[config.mk]
export PLATFORM = sky130hd
export DESIGN_NAME = uart_rx_ctrl
export DESIGN_NICKNAME = d
export VERILOG_FILES = /design/src/rtl/uart_rx_ctrl.sv
export SDC_FILE = /design/constraint.sdc
export NUM_CORES = 1
export LEC_CHECK = 0
export CORE_MARGIN = 10
export CORE_UTILIZATION = 50
export DETAILED_ROUTE_END_ITERATION = 7
export GPL_ROUTABILITY_DRIVEN = 1
export PLACE_DENSITY_LB_ADDON = 0.08
export SLEW_MARGIN = 40
export SYNTH_ARGS = -nofsm -noshare
export SYNTH_HDL_FRONTEND = slang
export SYNTH_SLANG_ARGS = --single-unit
[constraint.sdc]
create_clock -name i_Clock -period 3.9 [get_ports i_Clock]
set_clock_uncertainty 0.05 [all_clocks]
set_input_delay 0.78 -clock i_Clock [delete_from_list [all_inputs] [get_ports i_Clock]]
set_output_delay 0.78 -clock i_Clock [all_outputs]
set_load 0.05 [all_outputs]
[src/rtl/uart_rx_ctrl.sv]
// rtl/uart_rx_ctrl.sv - UART receive FIFO (FWFT) with status, sticky overflow and level IRQ
// Optional idle-timeout interrupt: define UART_RX_TIMEOUT_EN.
module uart_rx_ctrl #(
  parameter int DEPTH_LOG2   = 4,
  parameter int CLKS_PER_BIT = 50,
  parameter int TIMEOUT_BITS = 40
) (
  input  logic                  i_Clock,
  input  logic                  reset_n,
  input  logic                  i_Rx_DV,
  input  logic [7:0]            i_Rx_Byte,
  input  logic                  i_rd,
  input  logic                  i_flush,
  input  logic                  i_clr_ovf,
  input  logic [DEPTH_LOG2:0]   i_thresh,
  output logic [7:0]            o_rd_data,
  output logic [DEPTH_LOG2:0]   o_count,
  output logic                  o_empty,
  output logic                  o_full,
  output logic                  o_overflow,
  output logic                  o_timeout,
  output logic                  o_irq
);

  localparam int DEPTH = 2 ** DEPTH_LOG2;
  localparam logic [DEPTH_LOG2:0]   FULL_CNT = (DEPTH_LOG2 + 1)'(DEPTH);
  localparam logic [DEPTH_LOG2:0]   CNT_ONE  = (DEPTH_LOG2 + 1)'(1);
  localparam logic [DEPTH_LOG2-1:0] PTR_ONE  = DEPTH_LOG2'(1);

  logic [7:0]            mem_q [DEPTH];
  logic [DEPTH_LOG2-1:0] wr_ptr_q, wr_ptr_d;
  logic [DEPTH_LOG2-1:0] rd_ptr_q, rd_ptr_d;
  logic [DEPTH_LOG2:0]   count_q, count_d;
  logic                  ovf_q, ovf_d;
  logic                  irq_q, irq_d;

  logic empty, full, push_ok, pop_ok, ovf_set, thr_hit, timeout;

  // Full/empty come only from the count, so pointer equality never needs disambiguating.
  assign empty   = (count_q == '0);
  assign full    = (count_q == FULL_CNT);
  assign pop_ok  = i_rd && !empty && !i_flush;
  assign push_ok = i_Rx_DV && !i_flush && (!full || pop_ok);
  assign ovf_set = i_Rx_DV && !i_flush && full && !pop_ok;
  assign thr_hit = (i_thresh != '0) && (count_q >= i_thresh);

  always_comb begin
    wr_ptr_d = wr_ptr_q;
    rd_ptr_d = rd_ptr_q;
    count_d  = count_q;
    ovf_d    = ovf_q;
    irq_d    = thr_hit | timeout;
    if (i_flush) begin
      wr_ptr_d = '0;
      rd_ptr_d = '0;
      count_d  = '0;
    end else begin
      if (push_ok) wr_ptr_d = wr_ptr_q + PTR_ONE;
      if (pop_ok)  rd_ptr_d = rd_ptr_q + PTR_ONE;
      if (push_ok && !pop_ok)      count_d = count_q + CNT_ONE;
      else if (pop_ok && !push_ok) count_d = count_q - CNT_ONE;
    end
    // A new overflow in the same cycle as a clear keeps the flag set.
    if (ovf_set)        ovf_d = 1'b1;
    else if (i_clr_ovf) ovf_d = 1'b0;
  end

  always_ff @(posedge i_Clock or negedge reset_n) begin
    if (!reset_n) begin
      wr_ptr_q <= '0;
      rd_ptr_q <= '0;
      count_q  <= '0;
      ovf_q    <= 1'b0;
      irq_q    <= 1'b0;
    end else begin
      wr_ptr_q <= wr_ptr_d;
      rd_ptr_q <= rd_ptr_d;
      count_q  <= count_d;
      ovf_q    <= ovf_d;
      irq_q    <= irq_d;
    end
  end

  always_ff @(posedge i_Clock) begin
    if (push_ok) mem_q[wr_ptr_q] <= i_Rx_Byte;
  end

`ifdef UART_RX_TIMEOUT_EN
  localparam int TO_CYCLES = TIMEOUT_BITS * CLKS_PER_BIT;
  localparam int TO_W      = $clog2(TO_CYCLES) + 1;
  localparam logic [TO_W-1:0] TO_LAST = TO_W'(TO_CYCLES - 1);
  localparam logic [TO_W-1:0] TO_ONE  = TO_W'(1);

  typedef enum logic [1:0] {T_OFF, T_COUNT, T_FIRED} to_state_e;

  to_state_e       to_state_q, to_state_d;
  logic [TO_W-1:0] to_cnt_q, to_cnt_d;
  logic            activity;

  assign activity = i_Rx_DV | pop_ok;

  always_comb begin
    to_state_d = to_state_q;
    to_cnt_d   = to_cnt_q;
    if (i_flush || empty) begin
      to_state_d = T_OFF;
      to_cnt_d   = '0;
    end else begin
      unique case (to_state_q)
        T_OFF: begin
          to_state_d = T_COUNT;
          to_cnt_d   = '0;
        end
        T_COUNT: begin
          if (activity)                  to_cnt_d   = '0;
          else if (to_cnt_q == TO_LAST)  to_state_d = T_FIRED;
          else                           to_cnt_d   = to_cnt_q + TO_ONE;
        end
        T_FIRED: begin
          if (activity) begin
            to_state_d = T_COUNT;
            to_cnt_d   = '0;
          end
        end
        default: to_state_d = T_OFF;
      endcase
    end
  end

  always_ff @(posedge i_Clock or negedge reset_n) begin
    if (!reset_n) begin
      to_state_q <= T_OFF;
      to_cnt_q   <= '0;
    end else begin
      to_state_q <= to_state_d;
      to_cnt_q   <= to_cnt_d;
    end
  end

  assign timeout = (to_state_q == T_FIRED);
`else
  assign timeout = 1'b0;
`endif

  assign o_rd_data  = empty ? 8'h00 : mem_q[rd_ptr_q];
  assign o_count    = count_q;
  assign o_empty    = empty;
  assign o_full     = full;
  assign o_overflow = ovf_q;
  assign o_timeout  = timeout;
  assign o_irq      = irq_q;

endmodule

==> results.toml <==
[status]
status = "finished, final reports clean"

[critical_path]
worstReg2RegStart = "o_count[0]"
cp.arrival_ps = 2740
crit_start = "rd_ptr_q[1]"
required_ps = 3070
reg2reg_slack_ps = 900
worstSetupStartpointType = "register"
rr_worst_depth = 9
crit_path_end_kind = "primary output"
cp-endpoint = "o_rd_data[6]"
worstPathMaxFanout = 20
crit_type = "reg -> out"
timing.rr.end = "o_count[4]"

[hold_path]
hold_class = "reg -> reg"
min_from = "o_overflow"

[cts]
htreeDepth = 4
hold_buffers = 0
cts_tree = "done"
cts_made_buffers = 17
insertion_delay_ps = 410
cts_sinks = 143
cts_root_buf = "clkbuf_16"
clk_pin_slew_ps = 60
postCtsSetupRepairBufs = 0
cts_resized = 0
clk_path_buf_depth = 2

[synthesis]
synthCells = 346
synthTopCellsByArea = "edfxtp_1, mux4_2, dfrtp_1, ha_1, a211oi_1"
synth_top_area_frac = 0.627
synth_warnings = 0
netlist_area_um2 = 6130
synth_seq_cells = 143
ys_seq_area_frac = 0.688
synth_cell_types = 39
synth_nets = 380
synth_flop_cell = "edfxtp_1"
avgSynthCellArea_um2 = 17.7
async_flop_share = 0.105
yosysTopAreaCell = "edfxtp_1"
synth_edf_count = 128

[floorplanning]
rows = 40
start_util = 0.510
io_pins = 37
die_w_um = 131
dieHeight_um = 131
core_um2 = 12000
die_area_um2 = 17100

[final_layout]
finalNonFillerCells = 567
drive_gt1_frac = 0.248
n_antenna_cell = 0
final_nets = 441
fill_cells = 896
syn_to_final_growth_pct = 20.7

[grt]
antenna_found_initial = 0
grt_pass1_vias = 3556
grt_first_pass_wirelength_um = 19900
grtUsageTotal = 0.159
globalRouteOverflowTotal = 0
grt_max_degree = 33

[timing]
finalSetupViolCount = 0
drv_slew = 0
timing.fmax_mhz = 280
setup_tns_ps = 0
max_slew_margin = 0.472
period_share = 0.915
rsz0062_at_grt = "false"
worstMarginPinSlew_ps = 792
hold_viol = 0
finalCriticalPeriod_ps = 3570

[route]
num_vias = 3251
drtIter0Drc = 183
drc_errors = 0
drt-pass1-iter-count = 4
ant_nets = 0
via_per_inst = 5.73
wl_per_cell_um = 21.2
wirelength_um = 12000

[place]
dp_cells = 535
dpl.hpwl_um = 8070
io_buffers = 35
gp_congestion = 0.741

[pwr]
vdd_drop_max_v = 0.000416
p_leak_nw = 2.50
p_per_area_nw_per_um2 = 639
power_mw = 4.73

[flow_run]
max_cap_viol_count = 0
[metal layers]
metal,global-route usage,share of wire
met5,0,0
met4,0.0628,0.011
met3,0.0455,0.049
met2,0.263,0.51
met1,0.193,0.43
[placed cells by master (no fill, tap or decap), drive strengths merged, types with 3 or more instances in the layout]
master,n
mux2i,12
o211ai,4
xor2,3
nand3,4
a21oi,5
clkdlybuf4s50,26
buf,35
clkinv,10
o21ai,5
clkbuf,18
edfxtp,128
mux4,32
ha,14
inv,12
nor2b,9
a211oi,17
nand2,6
nor3,7
nand2b,8
dfrtp,15
nor2,24
[per-stage QoR]
stage / hold WS [ps] / instance area [um^2] / util / worst slack, ps
2_1_floorplan: 434 / 6130 / - / 534
3_3_place_gp: 475 / 6850 / 0.570 / 628
3_5_place_dp: 485 / 6850 / 0.570 / 564
4_1_cts: 497 / 7400 / 0.616 / 276
5_1_grt: 553 / 7400 / 0.616 / 142
6_report: 495 / 7400 / 0.616 / 332
[worst min path at each step]
stage | endpoint | cells past startpoint
finish | o_overflow | 2
global route | o_overflow | 2
CTS | o_overflow | 2
detailed placement | o_overflow | 2
global placement | o_overflow | 2
floorplan | o_count[0] | 0
[cells by family after synthesis]
family | Yosys count | share of synthesized area
AOI/OAI and AO/OA | 40 | 0.0498
xor gates and xnor gates | 5 | 0.00715
adders and majority gates | 15 | 0.0318
buffers and inverters | 31 | 0.0245
DFF | 143 | 0.688
muxes | 46 | 0.142
other | 1 | 0.000612
and+or+nand+nor | 65 | 0.0557
[area by class of cell]
cell class	count	area [um^2]	area share
Multi-Input combinational cell	172	1760	0.238
Timing Repair Buffer	61	636	0.0859
Sequential cell	143	4220	0.570
Clock buffer	18	429	0.0580
Clock inverter	14	125	0.0169
Tap cell	147	184	0.0249
Inverter	12	45.0	0.00609
[where the power goes]
part / total (mW) / switching, mW / internal [mW]
combinational: 1.42 / 0.775 / 0.642
clock: 1.50 / 0.570 / 0.926
sequential: 1.82 / 0.0971 / 1.72
[state kept, by name, indices dropped and copies added, names as in the netlist]
| signal | flops |
|---|---|
| wr_ptr_q | 4 |
| rd_ptr_q | 4 |
| o_irq | 1 |
| mem_q | 128 |
| o_count | 5 |
| o_overflow | 1 |
[critical path, cell delays in order (launching register included)]
cell and delay, ps:
dfrtp_2 770, buf_4 340, mux4_2 520, a211oi_1 340
a211oi_1 140, buf_12 220
[cells in the mapped netlist, types with 2 or more instances]
library cell  count
edfxtp_1        128
clkbuf_1          5
nand2_1           6
mux2i_1          12
nor2_1           23
a21oi_1           5
ha_1             14
o21ai_4           2
nor2b_1           9
a211oi_1         17
buf_4             4
mux4_2           32
o21a_1            2
a211o_1           2
xnor2_1           2
inv_1            12
buf_2             9
o211ai_1          4
o2111ai_1         2
nand2b_1          8
or4_1             2
nand3_1           4
dfrtp_1          15
or3_1             2
xor2_1            3
mux2_4            2
nor3_1            6
o21ai_0           3
No activity file was read; power rests on OpenSTA's default activity.
